===== config.mk =====
export PLATFORM = sky130hd
export DESIGN_NAME = div_sequential_flat
export DESIGN_NICKNAME = d
export VERILOG_FILES = /design/src/rtl/div_sequential_if.sv /design/src/rtl/div_sequential.sv /design/src/flat_wrapper.sv
export SDC_FILE = /design/constraint.sdc
export NUM_CORES = 1
export LEC_CHECK = 0
export BUFFER_PORTS_ARGS = -buffer_cell sky130_fd_sc_hd__buf_2
export CORE_ASPECT_RATIO = 0.5
export CORE_MARGIN = 5
export CORE_UTILIZATION = 47
export DETAILED_ROUTE_END_ITERATION = 8
export PLACE_DENSITY = 0.79
export SYNTH_ARGS = -nofsm -noshare
export SYNTH_HDL_FRONTEND = slang
export SYNTH_SLANG_ARGS = --single-unit

===== constraint.sdc =====
create_clock -name clock -period 3.6 [get_ports clock]
set_input_delay 0.36 -clock clock [delete_from_list [all_inputs] [get_ports clock]]
set_output_delay 0.36 -clock clock [all_outputs]
set_load 0.03 [all_outputs]

===== src/rtl/div_sequential_if.sv =====
`default_nettype none
// ============================================================================
// Module      : div_sequential_if
// Description : Request/result bundle between the control unit and the divider.
// Revision    : 1.0 - initial release
// ============================================================================
interface div_sequential_if #(
    parameter int DATA_WIDTH = 32
);
    logic                      start;
    logic [DATA_WIDTH-1:0]     A;
    logic [DATA_WIDTH-1:0]     B;
    logic                      busy;
    logic                      done;
    logic                      div_by_zero;
    logic [2*DATA_WIDTH-1:0]   result;

    modport master (
        output start, A, B,
        input  busy, done, div_by_zero, result
    );

    modport slave (
        input  start, A, B,
        output busy, done, div_by_zero, result
    );
endinterface
`default_nettype wire


===== src/rtl/div_sequential.sv =====
`default_nettype none
// ============================================================================
// Module      : div_sequential
// Description : Restoring shift-subtract signed divider, one quotient bit per
//               clock; result = {remainder, quotient}.
// Revision    : 1.0 - initial release
// ============================================================================
module div_sequential #(
    parameter int DATA_WIDTH = 32
) (
    input  wire logic          clock,
    input  wire logic          clear_n,
    div_sequential_if.slave    bus
);

    localparam int                  c_CNT_W   = $clog2(DATA_WIDTH);
    localparam logic [c_CNT_W-1:0]  c_CNT_ONE  = c_CNT_W'(1);
    localparam logic [c_CNT_W-1:0]  c_CNT_LAST = c_CNT_W'(DATA_WIDTH - 1);

    typedef enum logic [1:0] {
        S_IDLE = 2'd0,
        S_CALC = 2'd1,
        S_FIX  = 2'd2,
        S_DONE = 2'd3
    } state_t;

    state_t                     r_state;
    state_t                     w_next;

    logic [c_CNT_W-1:0]         r_count;
    logic [DATA_WIDTH-1:0]      r_rem;
    logic [DATA_WIDTH-1:0]      r_quo;
    logic [DATA_WIDTH-1:0]      r_divisor;
    logic                       r_sign_a;
    logic                       r_sign_b;
    logic                       r_div_by_zero;
    logic [2*DATA_WIDTH-1:0]    r_result;

    logic                       w_b_zero;
    logic [DATA_WIDTH-1:0]      w_abs_a;
    logic [DATA_WIDTH-1:0]      w_abs_b;
    logic [DATA_WIDTH-1:0]      w_rem_sh;
    logic [DATA_WIDTH:0]        w_diff;
    logic                       w_ge;
    logic [DATA_WIDTH-1:0]      w_quo_fix;
    logic [DATA_WIDTH-1:0]      w_rem_fix;

    assign w_b_zero = (bus.B == '0);

    // Magnitudes are taken as unsigned, so the most-negative value maps to 2^(DW-1)
    assign w_abs_a = bus.A[DATA_WIDTH-1] ? ({DATA_WIDTH{1'b0}} - bus.A) : bus.A;
    assign w_abs_b = bus.B[DATA_WIDTH-1] ? ({DATA_WIDTH{1'b0}} - bus.B) : bus.B;

    // Partial remainder stays below |B| <= 2^(DW-1), so its MSB is always zero before the shift
    assign w_rem_sh = {r_rem[DATA_WIDTH-2:0], r_quo[DATA_WIDTH-1]};
    assign w_diff   = {1'b0, w_rem_sh} - {1'b0, r_divisor};
    assign w_ge     = ~w_diff[DATA_WIDTH];

    assign w_quo_fix = (r_sign_a ^ r_sign_b) ? ({DATA_WIDTH{1'b0}} - r_quo) : r_quo;
    assign w_rem_fix = r_sign_a ? ({DATA_WIDTH{1'b0}} - r_rem) : r_rem;

    always_ff @(posedge clock) begin
        if (!clear_n) begin
            r_state <= S_IDLE;
        end else begin
            r_state <= w_next;
        end
    end

    always_comb begin
        w_next = r_state;
        case (r_state)
            S_IDLE: begin
                if (bus.start) begin
                    w_next = w_b_zero ? S_DONE : S_CALC;
                end
            end
            S_CALC: begin
                if (r_count == c_CNT_LAST) begin
                    w_next = S_FIX;
                end
            end
            S_FIX:   w_next = S_DONE;
            S_DONE:  w_next = S_IDLE;
            default: w_next = S_IDLE;
        endcase
    end

    always_ff @(posedge clock) begin
        if (!clear_n) begin
            r_count       <= '0;
            r_rem         <= '0;
            r_quo         <= '0;
            r_divisor     <= '0;
            r_sign_a      <= 1'b0;
            r_sign_b      <= 1'b0;
            r_div_by_zero <= 1'b0;
            r_result      <= '0;
        end else begin
            case (r_state)
                S_IDLE: begin
                    if (bus.start) begin
                        r_sign_a      <= bus.A[DATA_WIDTH-1];
                        r_sign_b      <= bus.B[DATA_WIDTH-1];
                        r_divisor     <= w_abs_b;
                        r_rem         <= '0;
                        r_quo         <= w_abs_a;
                        r_count       <= '0;
                        r_div_by_zero <= w_b_zero;
                        if (w_b_zero) begin
                            r_result <= {bus.A, {DATA_WIDTH{1'b1}}};
                        end
                    end
                end
                S_CALC: begin
                    r_rem   <= w_ge ? w_diff[DATA_WIDTH-1:0] : w_rem_sh;
                    r_quo   <= {r_quo[DATA_WIDTH-2:0], w_ge};
                    r_count <= r_count + c_CNT_ONE;
                end
                S_FIX: begin
                    r_result <= {w_rem_fix, w_quo_fix};
                end
                default: begin
                end
            endcase
        end
    end

    assign bus.busy        = (r_state != S_IDLE);
    assign bus.done        = (r_state == S_DONE);
    assign bus.div_by_zero = r_div_by_zero;
    assign bus.result      = r_result;

endmodule
`default_nettype wire


===== src/flat_wrapper.sv =====
// flat-port wrapper written by rule: the top's interface ports become plain ports
module div_sequential_flat 
#(
    parameter int DATA_WIDTH = 32
)
  (clock, clear_n, bus_start, bus_A, bus_B, bus_busy, bus_done, bus_div_by_zero, bus_result);
  div_sequential_if #(.DATA_WIDTH(DATA_WIDTH)) bus_i ();
  input  wire logic clock;
  input  wire logic clear_n;
  input wire logic [$bits(bus_i.start)-1:0] bus_start;
  input wire logic [$bits(bus_i.A)-1:0] bus_A;
  input wire logic [$bits(bus_i.B)-1:0] bus_B;
  output wire logic [$bits(bus_i.busy)-1:0] bus_busy;
  output wire logic [$bits(bus_i.done)-1:0] bus_done;
  output wire logic [$bits(bus_i.div_by_zero)-1:0] bus_div_by_zero;
  output wire logic [$bits(bus_i.result)-1:0] bus_result;
  assign bus_i.start = bus_start;
  assign bus_i.A = bus_A;
  assign bus_i.B = bus_B;
  assign bus_busy = bus_i.busy;
  assign bus_done = bus_i.done;
  assign bus_div_by_zero = bus_i.div_by_zero;
  assign bus_result = bus_i.result;
  div_sequential #(.DATA_WIDTH(DATA_WIDTH)) u_core (.clock(clock), .clear_n(clear_n), .bus(bus_i));
endmodule

# After elaboration in Yosys (flattened, before gate mapping)
# Index checks and enable logic that the tools add are counted.
# totals
ff_bits	170
wordCells	51
# op_classes
n_addsub	6
n_eq_ne	7
n_mux	18
bitwise_logic	2
reduce_logical	9
# op_table
cell	count
$mux 32	7
$mux 64	2
$pmux 32 s2	2
$pmux 64 s2	1
$sub 1x32->32 const A	4
$sub 32x32->33	1
$logic_not 32->1	1
$pmux 5 s2	1
$pmux 2 s4	1
$mux 2	3
$reduce_and 2->1	3
$reduce_bool 2->1	3
$add 5x1->5 const B	1
$eq 5x5->1 const B	1
$mux 5	1
$eq 2x2->1 const B	2
$ne 2x1->1 const B	2
$reduce_and 3->1	1
$eq 2x1->1 const B	1
$logic_not 2->1	1
$ne 2x2->1 const B	1
$not 1->1	1
$xor 1x1->1	1

# Longest topological paths before layout
# Gate-level depths: netlist of run 1.
# logic_depth
word_depth	4
ltp_mapped	14
depth_no_buf	12

# Least setup slack after synthesis of run 1
# No wires, ideal clock.
# synth_path
path_kind	input port to flip-flop
start	input port bus_B[16]
end	register u_core.r_divisor[29]
t_arrival_ns	2.917
t_required_ns	3.484
setup_slack_ns	0.567
stages	9
n_path_buf	0
cell_sequence	or4_4 -> or3_4 -> or4_1 -> or3_1 -> or3_1 -> o31ai_2 -> xor2_1 -> nand2_1 -> o211a_1
# synth_between
elab_chain_cells	2
# synth_rtl
item	line	rtl
start, declared	flat_wrapper.sv:12	input wire logic [$bits(bus_i.B)-1:0] bus_B;
$sub 1x32->32	div_sequential.sv:52	assign w_abs_b = bus.B[DATA_WIDTH-1] ? ({DATA_WIDTH{1'b0}} - bus.B) : bus.B;
$mux 32	div_sequential.sv:52	
end signal, assigned	div_sequential.sv:105	r_divisor <= w_abs_b;
end, declared	div_sequential.sv:33	logic [DATA_WIDTH-1:0] r_divisor;
# Every way passes these cells.
# A chain may end at the register's enable or synchronous reset.

# Worst setup path after layout of run 1
# layout_path
start	register u_core.r_quo[31]
end	register u_core.r_rem[25]
# layout_between
elab_chain_cells	3
# layout_rtl
item	line	rtl
start, declared	div_sequential.sv:32	logic [DATA_WIDTH-1:0] r_quo;
start signal, assigned	div_sequential.sv:107	r_quo <= w_abs_a;
start signal, assigned	div_sequential.sv:117	r_quo <= {r_quo[DATA_WIDTH-2:0], w_ge};
$sub 32x32->33	div_sequential.sv:56	assign w_diff = {1'b0, w_rem_sh} - {1'b0, r_divisor};
$mux 32	div_sequential.sv:116	r_rem <= w_ge ? w_diff[DATA_WIDTH-1:0] : w_rem_sh;
$pmux 32 s2	div_sequential.sv:100	case (r_state)
end signal, assigned	div_sequential.sv:116	
end, declared	div_sequential.sv:31	logic [DATA_WIDTH-1:0] r_rem;
# Every way passes these cells.

==> out/qor.txt, run 1 <==
status: finished clean
RSZ-0062 raised after global routing: false
clock latency on the worst-skew pair: 0.44 ns
Synth cell types: 70
Synth area leader: dfxtp_1
Detailed Routing Iterations Pass 1: 5
crit-path max FO: 46
CP Class: flop to flop
fmax: 0.310 GHz
mean post-synth cell area: 7.92 um^2
FF-to-FF setup slack: 0.38 ns
Syn Std Cell Area: 11,200 um^2
initial antenna violation count: 0
Final Setup Violations: 0
die area: 27,300 um^2
max_slew headroom: 0.372
FF+latch area: 3400 um^2
fin crit period: 3.22 ns
CTS Hold Bufs: 0
first-pass GRT wire length: 48,400 um
critical path required time: 3.92 ns
Max Buffers Root-to-Sink: 2
area of the multi-input gates: 7270 um^2
max-cap violations: 0
final wirelength: 30,000 um
Final #Nets: 1,619
DRC: 0
Fin. Hold Viols: 0
# IOs: 134
CP Capture Type: flop
Syn Nets: 1,529
post-route cell area: 12,800 um^2
Core Area: 23,800 um^2
routed via count: 10,500
gr usage total: 0.213
R2R cell count: 14
Congestion Overflow GR: 0
Post-synth EDFFs: 0
initial DRC count: 1,025
drt wl/cell: 16.4 um
reg-to-reg startpoint: u_core.r_quo[31]
CTS tree: built
IO Port Bufs: 133
top cells by area, synth: dfxtp_1 30%, xor2_1 7.7%, nand2_1 6.3%, o211a_1 5.9%, o21ai_0 5.3%
Initial Util: 0.472
DP HPWL: 22,100 um
Max Clock Skew: 0.0135 ns
Final Wtd Congestion: 0.947
cts bufs inserted: 17
Die Span Y: 119 um
layout cell share with drive strength beyond 1: 0.147
Yosys warning count: 0
synthesized flop and latch total: 170
cell count after synthesis: 1,418
Seq/Total Area, Yosys: 0.303
number of global-route vias before repair: 9,495
Synth Flop Type: dfxtp_1
max-slew violations: 0
routed vias/inst: 5.72
largest net degree at the start of global routing: 94
period utilization: 0.895
CP Data Arrival Time: 3.55 ns
postcts setup bufs: 0
hold endpoint: u_core.bus.result[58]
hold depth: 3
Antenna Cells: 0
Hold Crit Start: bus_A[26]
r2r endpoint: u_core.r_rem[25]
Die X: 229 um
Least-Margin Pin Slew: 0.942 ns
Sink Count: 170
top cell type's share of synthesized area: 0.303
worst vdd rail ir drop: 0.000325 V
htree depth: 4
Async SR Flop Fraction: 0
layout overhead on the synthesized area: 14.2%
leakage: 0.00601 uW
fillers: 2,189
Inst Count DP: 1,804
Startpoint Class: flop
pwr dens: 619 nW/um^2
clk slew on worst S/H paths: 0.07 ns
fin cells: 1,836
num rows: 40
Antenna Nets Post-Route: 0
Hold Path Class: input pin to flop
# resized after CTS: 0
final core utilization: 0.540
placed inst area: 12,200 um^2
clock root cell: clkbuf_16
==> cell usage in the layout, fill, tap and decap left out, drive strengths merged, types with 9 or more instances in the layout <==
cell,synthesis,routed
o211ai,13,13
a21oi,66,66
and2,10,10
a31oi,10,10
or3,21,21
a21boi,33,33
buf,23,165
xor2,99,99
ha,43,43
nand3,52,52
inv,57,64
or4,15,15
nor2b,35,35
clkbuf,71,18
nand2,189,189
o31ai,34,34
nor2,70,70
o211a,66,66
a22o,9,9
a21o,13,13
dfxtp,170,170
o21ai,121,121
xnor2,48,48
nor3,10,10
and3,11,11
a32oi,11,11
a211oi,21,21
nand2b,11,11
o41ai,13,13
==> cell usage after synthesis (all sizes together) (2+ instances only) <==
cell and count:
or2 4, mux2i 6, nor2b 35, nand2b 11, a221oi 4, or4 15
o21bai 3, o31ai 34, o211ai 13, a21boi 33, a21oi 66, nor2 70
nand4 2, a22o 9, nand2 189, a31o 2, and2 10, o41ai 13
o2111ai 4, inv 57, o21a 4, and3 11, buf 23, a41o 2
a211o 6, xor2 99, dfxtp 170, a22oi 8, a31oi 10, nor4 8
o21ai 121, a32oi 11, o211a 66, xnor2 48, nor3 10, ha 43
a211oi 21, a21o 13, nand3 52, clkbuf 71, or3 21, nand4b 2
nand3b 2
==> cell type report <==
class,count,area share
Clock buffer,18,0.0342
Clock inverter,14,0.0124
Inverter,57,0.0167
Multi-Input combinational cell,1097,0.567
Sequential cell,170,0.265
Tap cell,315,0.0307
Timing Repair Buffer,165,0.0737
==> worst max-delay path by stage <==
| stage | startpoint | endpoint | slack (ns) |
|---|---|---|---|
| final | u_core.r_quo[31] | u_core.r_rem[25] | 0.38 |
| after global routing | u_core.r_quo[31] | u_core.r_rem[27] | 0.11 |
| after CTS | u_core.r_quo[31] | u_core.r_rem[25] | 0.38 |
| after detailed placement | bus_B[16] | u_core.bus.result[24] | -0.003 |
| after global placement | bus_B[16] | u_core.bus.result[29] | 0.10 |
| after floorplan | bus_B[16] | u_core.r_divisor[29] | 0.57 |
==> critical path: stages, from the launching register on <==
cell and delay, ns:
dfxtp_1 0.33, inv_1 0.13, ha_1 0.23, fa_1 0.39
nand2b_1 0.19, a21oi_1 0.24, o21a_1 0.20, o21ai_0 0.19
o21ai_0 0.23, buf_4 0.16, a31oi_4 0.10, buf_12 0.23
and2_1 0.22, a22oi_1 0.16, o21ai_0 0.10
==> registers in the layout, summed over array words and instances (netlist names) <==
| name | cells |
|---|---|
| u_core.r_sign_a | 1 |
| u_core.bus.result | 64 |
| u_core.bus.div_by_zero | 1 |
| u_core.r_quo | 32 |
| u_core.r_count | 5 |
| u_core.r_sign_b | 1 |
| u_core.r_state | 2 |
| u_core.r_divisor | 32 |
| u_core.r_rem | 32 |
==> per-layer routing <==
layer | global-route usage | share of wire | vias to the layer above
li1 | - | - | 5277
met1 | 0.277 | 0.46 | 4900
met2 | 0.355 | 0.46 | 263
met3 | 0.0419 | 0.048 | 57
met4 | 0.0740 | 0.027 | 0
met5 | 0 | 0 | -
==> power breakdown <==
group	switching, uW	leakage, uW	internal (uW)	total [uW]
Clock	854	0.000294	1060	1910
Combinational	2180	0.00433	1270	3450
Sequential	336	0.00139	2240	2570
Total	3370	0.00601	4570	7940
==> metrics by stage <==
step | power (uW) | TNS, ns | hold WS (ns) | setup slack, ns
2_1_floorplan | 5100 | 0 | 0.444 | 0.567
6_report | 7940 | 0 | 0.220 | 0.377
3_3_place_gp | 5990 | 0 | 0.442 | 0.103
5_1_grt | 8460 | 0 | 0.239 | 0.106
3_5_place_dp | 6040 | -0.00318 | 0.445 | -0.00318
4_1_cts | 7940 | 0 | 0.208 | 0.383
==> kinds of logic after synthesis <==
logic type	after synthesis	synth area share
AO/OA/AOI/OAI	452	0.284
AND/OR/NAND/NOR	447	0.190
XOR/XNOR	147	0.115
adder cells (fa/ha/maj)	44	0.0497
flip-flops	170	0.303
multiplexers	7	0.00635
buffers and inverters	151	0.0524
Power figures use the tool's default switching activity.
==> run 2, diff against run 1 <==
Settings changed: MAX_ROUTING_LAYER from default to met4.
==> run 2 against run 1 <==
Against the previous run:
- flip-flop and latch count unchanged
- design area barely moved
- cell count is essentially flat
- count of clock-buffer cells in the layout shrank 1
- setup slack lost 0.13 ns
- sequential share of layout area barely moved
- clock skew is 0.0021 ns lower
- largest cell class unchanged
- utilization about the same
==> out/qor.txt, run 2 (same netlist as run 1, synthesis figures left out) <==
most frequent cells in the layout: 188 x nand2_1, 170 x dfxtp_1, 132 x buf_2, 120 x o21ai_0, 99 x xor2_1
DP HPWL: 22,300 um (+0.72%)
fmax: 0.298 GHz (-4.0%)
Startpoint Class: flop
max-slew violations: 0 (unchanged)
htree depth: 4 (unchanged)
period utilization: 0.932 (+0.0370)
r2r endpoint: u_core.r_rem[31]
Pint: 4540 uW (-0.66%)
max_slew headroom: 0.389 (+0.0165)
Die Span Y: 119 um (unchanged)
Max Clock Skew: 0.0113 ns (-0.00214 ns)
FF-to-FF setup slack: 0.24 ns (-0.13 ns)
Detailed Routing Iterations Pass 1: 6 (+1)
Final Wtd Congestion: 0.965 (+2.0%)
setup TNS: 0 ns (unchanged)
crit path from: u_core.r_rem[0]
largest net degree at the start of global routing: 94 (unchanged)
drt wl/cell: 16.7 um (+1.8%)
worst setup path end: u_core.r_rem[31]
die area: 27,300 um^2 (unchanged)
DRC: 0 (unchanged)
sequential share of power: 0.326 (+0.002)
pwr dens: 618 nW/um^2 (-0.18%)
placed inst area: 12,200 um^2 (about the same)
status: finished clean
Sw Share: 0.427 (+0.00261)
clock latency on the worst-skew pair: 0.45 ns (about the same)
Hold Slack: 0.214 ns (-0.00595 ns)
CTS Hold Bufs: 0 (unchanged)
Initial Util: 0.472 (unchanged)
routed via count: 10,700 (+1.5%)
gr usage total: 0.227 (+0.0143)
reg-to-reg startpoint: u_core.r_rem[0]
Antenna Cells: 0 (unchanged)
CP Capture Type: flop
CP Class: flop to flop
Largest register FFs: 64 (unchanged)
Clk network pwr share: 0.238 (-0.003)
cts bufs inserted: 17 (unchanged)
routed vias/inst: 5.80 (+1.4%)
initial antenna violation count: 0 (unchanged)
Core Area: 23,800 um^2 (unchanged)
R2R cell count: 13 (-1)
final core utilization: 0.540 (about the same)
Max Buffers Root-to-Sink: 2 (unchanged)
Hold Path Class: input pin to flop
area of the multi-input gates: 7270 um^2 (unchanged)
# IOs: 134 (unchanged)
Congestion Overflow GR: 0 (unchanged)
fillers: 2,190 (+0.046%)
clk slew on worst S/H paths: 0.07 ns (about the same)
critical path required time: 3.90 ns (-0.02 ns)
IO Port Bufs: 133 (unchanged)
Least-Margin Pin Slew: 0.917 ns (-0.0247 ns)
CTS tree: built
post-route cell area: 12,800 um^2 (about the same)
leakage: 0.00601 uW (+0.11%)
worst vdd rail ir drop: 0.000335 V (+3.2%)
first-pass GRT wire length: 50,600 um (+4.6%)
Final #Nets: 1,620 (+0.062%)
Final Setup Violations: 0 (unchanged)
max-cap violations: 0 (unchanged)
Sink Count: 170 (unchanged)
Psw: 3390 uW (+0.40%)
final wirelength: 30,600 um (+1.8%)
Fin. Hold Viols: 0 (unchanged)
RSZ-0062 raised after global routing: false
combinational fraction of design power: 0.436 (about the same)
initial DRC count: 1,061 (+3.5%)
clock root cell: clkbuf_16
layout cell share with drive strength beyond 1: 0.147 (+0.000561)
number of global-route vias before repair: 9,975 (+5.1%)
crit-path max FO: 46 (unchanged)
CP Data Arrival Time: 3.66 ns (+0.11 ns)
num rows: 40 (unchanged)
layout overhead on the synthesized area: 14.2% (about the same)
postcts setup bufs: 0 (unchanged)
commonest non-fill, non-tap cell in the layout: nand2_1
Antenna Nets Post-Route: 0 (unchanged)
fin crit period: 3.36 ns (+0.133 ns)
FF+latch area: 3400 um^2 (unchanged)
Die X: 229 um (unchanged)
# resized after CTS: 0 (unchanged)
Tot Pwr: 7920 uW (-0.21%)
[run 2: cell type report]
type | count | area share
clock buffer | 17 | 0.0332
timing repair buffer | 166 | 0.0743
multi-input combinational | 1097 | 0.567
inverter | 57 | 0.0167
tap | 315 | 0.0307
clock inverter | 15 | 0.0126
sequential | 170 | 0.265
[run 2: metal layers]
metal | wire length, um | vias to the layer above | GRT usage
met1 | 13800 | 5022 | 0.288
met4 | 660 | 0 | 0.0661
li1 | - | 5277 | -
met3 | 1600 | 59 | 0.0369
met5 | 0 | - | -
met2 | 14500 | 294 | 0.378
[run 2: power groups by stage]
stage / Sequential, uW / Clock, uW / Combinational, uW
6_report: 2580 / 1890 / 3450
5_1_grt: 2630 / 1990 / 3830
4_1_cts: 2580 / 1900 / 3440
3_5_place_dp: 2620 / 0 / 3410
3_3_place_gp: 2610 / 0 / 3370
2_1_floorplan: 2740 / 0 / 2360
[run 2: worst min path at each step]
stage	startpoint	to	slack (ns)	cells after the start
3_5_place_dp	u_core.bus.result[51]	u_core.bus.result[51]	0.44	2
3_3_place_gp	u_core.bus.result[51]	u_core.bus.result[51]	0.44	2
2_1_floorplan	u_core.r_divisor[28]	u_core.r_divisor[28]	0.44	2
4_1_cts	bus_A[24]	u_core.bus.result[56]	0.21	3
6_report	bus_A[24]	u_core.bus.result[56]	0.21	3
5_1_grt	bus_A[26]	u_core.bus.result[58]	0.23	3
[run 2: worst max-delay path, stage by stage, from the launching register on]
cell	delay, ns
dfxtp_1	0.51
inv_1	0.16
fa_1	0.44
nand2b_1	0.19
a21oi_1	0.25
o21a_1	0.20
o21ai_0	0.19
o21ai_0	0.24
buf_4	0.16
a31oi_4	0.10
buf_12	0.24
and2_1	0.23
a22oi_1	0.17
o21ai_0	0.14
[run 2: per-stage QoR]
step / worst slack, ns / std cells
floorplan: 0.567 / 1418
global placement: 0.106 / 1805
detailed placement: 0.0154 / 1805
CTS: 0.328 / 1837
global route: 0.0668 / 1837
finish: 0.244 / 1837
==> run 3, diff against run 2 <==
Clock period 3.6 ns to 3.1 ns, I/O delays scaled along.
==> run 3 against run 2 <==
Against the previous run:
- setup slack worse by 0.15 ns
- clock power increased by 29%
- wire length up 1.1%
- utilization is 2.4 points higher
- clock skew up 0.0028 ns
- flip-flop and latch count is the same
- sequential power increased by 16%
- sequential share of layout area down 1.2 points
- non-clock buffer count rose by 50
- design area rose by 4.5%
- critical path type unchanged
- highest routed layer unchanged
==> out/qor.txt, run 3 (same netlist as run 1, synthesis figures left out) <==
crit path from: u_core.r_rem[8]
clk slew on worst S/H paths: 0.07 ns (about the same)
IO Port Bufs: 133 (unchanged)
layout overhead on the synthesized area: 19.4%
CP Data Arrival Time: 3.38 ns (-0.28 ns)
Psw: 3960 uW (+17%)
Max Clock Skew: 0.0141 ns (+0.00282 ns)
Die Span Y: 119 um (unchanged)
Sw Share: 0.411 (-0.0160)
Hold Path Class: input pin to flop
initial antenna violation count: 0 (unchanged)
fmax: 0.333 GHz (+12%)
Sink Count: 170 (unchanged)
fin crit period: 3.00 ns (-0.355 ns)
CP Capture Type: flop
cts bufs inserted: 17 (unchanged)
most frequent cells in the layout: 187 x nand2_1, 170 x dfxtp_1, 132 x buf_2, 117 x o21ai_0, 99 x xor2_1
CP peak stage delay: 0.59 ns (+0.08 ns)
Core Area: 23,800 um^2 (unchanged)
commonest non-fill, non-tap cell in the layout: nand2_1
Initial Util: 0.472 (unchanged)
DRC: 0 (unchanged)
Inst Count DP: 1,855 (+2.8%)
reg-to-reg startpoint: u_core.r_rem[8]
max-cap violations: 0 (unchanged)
pwr dens: 718 nW/um^2 (+16%)
clock root cell: clkbuf_16
Least-Margin Pin Slew: 0.636 ns (-0.281 ns)
Final #Nets: 1,670 (+3.1%)
htree depth: 4 (unchanged)
Final Setup Violations: 0 (unchanged)
sequential share of power: 0.310 (-0.016)
first-pass GRT wire length: 50,500 um (-0.26%)
crit-path max FO: 5 (-89%)
Antenna Nets Post-Route: 0 (unchanged)
status: finished clean
Largest register FFs: 64 (unchanged)
Startpoint Class: flop
number of global-route vias before repair: 9,915 (-0.60%)
FF+latch area: 3400 um^2 (unchanged)
Max Buffers Root-to-Sink: 2 (unchanged)
CP Cell Sequence: or4_1, or4_4, or2_2, nor3_4, inv_1, o41ai_2, xor2_1, a211o_1, a21boi_1
critical path required time: 3.48 ns (-0.42 ns)
period utilization: 0.968 (+0.0360)
DP HPWL: 22,900 um (+2.6%)
Hold Crit Start: bus_B[30]
CTS tree: built
routed vias/inst: 5.71 (-1.5%)
postcts setup bufs: 0 (unchanged)
slowest CP cell: or4_1
final core utilization: 0.564 (+0.0245)
Detailed Routing Iterations Pass 1: 5 (-1)
largest net degree at the start of global routing: 106 (+13%)
routed via count: 10,800 (+1.1%)
Clk network pwr share: 0.253 (+0.015)
dpl ws: -0.193 ns (-0.208 ns)
initial DRC count: 906 (-15%)
# IOs: 134 (unchanged)
area of the multi-input gates: 7380 um^2 (+1.5%)
layout cell share with drive strength beyond 1: 0.188 (+0.0405)
CP Class: flop to flop
drt wl/cell: 16.4 um (-1.6%)
leakage: 0.00629 uW (+4.6%)
clock latency on the worst-skew pair: 0.45 ns (about the same)
Congestion Overflow GR: 0 (unchanged)
Hold Slack: 0.190 ns (-0.0245 ns)
num rows: 40 (unchanged)
max_slew headroom: 0.576 (+0.187)
final wirelength: 30,900 um (+1.1%)
fin cells: 1,887 (+2.7%)
worst vdd rail ir drop: 0.000451 V (+35%)
Fin. Hold Viols: 0 (unchanged)
Final Wtd Congestion: 0.937 (-2.9%)
combinational fraction of design power: 0.437 (about the same)
worst setup margin: 0.0982 ns (-0.145 ns)
Antenna Cells: 0 (unchanged)
Pint: 5660 uW (+25%)
fillers: 2,104 (-3.9%)
gr usage total: 0.227 (-0.000539)
die area: 27,300 um^2 (unchanged)
max-slew violations: 0 (unchanged)
setup TNS: 0 ns (unchanged)
Die X: 229 um (unchanged)
==> run 3: cell count changes in the layout (fill, tap and decap cells not counted), moves of 3 or more <==
| cell | previous run | this run |
|---|---|---|
| buf_4 | 31 | 79 |
| bufinv_16 | 2 | 5 |
| clkinv_2 | 4 | 0 |
| inv_6 | 6 | 3 |
| o21ai_0 | 120 | 117 |
| o31ai_1 | 31 | 28 |
| o31ai_2 | 3 | 6 |
==> run 3: cell type report <==
cell class | count | area share
clock buffer | 18 | 0.0328
timing repair buffer | 216 | 0.100
multi-input combinational | 1097 | 0.550
inverter | 57 | 0.0160
tap | 315 | 0.0294
sequential | 170 | 0.254
clock inverter | 14 | 0.0173
==> run 3: metrics by stage <==
step,instance area (um^2),power [uW]
floorplan,11200,5920
finish,13400,9620
detailed placement,12600,7120
global placement,12600,7060
global route,13400,10300
CTS,13300,9580
==> run 3: power by group through the flow <==
stage / clock [uW] / combinational (uW) / sequential (uW)
floorplan: 0 / 2740 / 3180
global placement: 0 / 4040 / 3020
detailed placement: 0 / 4090 / 3030
CTS: 2470 / 4140 / 2980
global route: 2560 / 4650 / 3040
finish: 2430 / 4210 / 2990
==> run 3: timing repair <==
item | 4_1_cts | 5_1_grt
hold buffers | 0 | 0
gates cloned | 0 | 0
resized for setup | 6 | 21
pin swaps | 0 | 5
hold endpoints to repair | 0 | 0
setup endpoints to repair | 7 | 40
==> run 3: worst paths after layout <==
kind	to	slack (ns)	cells past startpoint
hold / removal	u_core.r_divisor[30]	0.19	3
setup / recovery	u_core.bus.result[51]	0.1	9
setup reg to reg	u_core.bus.result[51]	0.1	9
hold reg to reg	u_core.bus.result[61]	0.45	2
==> run 3: per-layer routing <==
metal / part of all wire / GRT usage / vias up
li1: - / - / 5375
met4: 0.017 / 0.0555 / 0
met1: 0.46 / 0.295 / 5103
met2: 0.48 / 0.373 / 257
met5: 0 / - / -
met3: 0.045 / 0.0360 / 39
==> run 3: worst max-delay path, delay by kind of cell (launching register included) <==
kind,cells,cell delay (ns)
AO/OA/AOI/OAI,3,0.71
XOR/XNOR,1,0.15
buffers and inverters,1,0.12
flip-flops,1,0.36
AND/OR/NAND/NOR,4,1.61
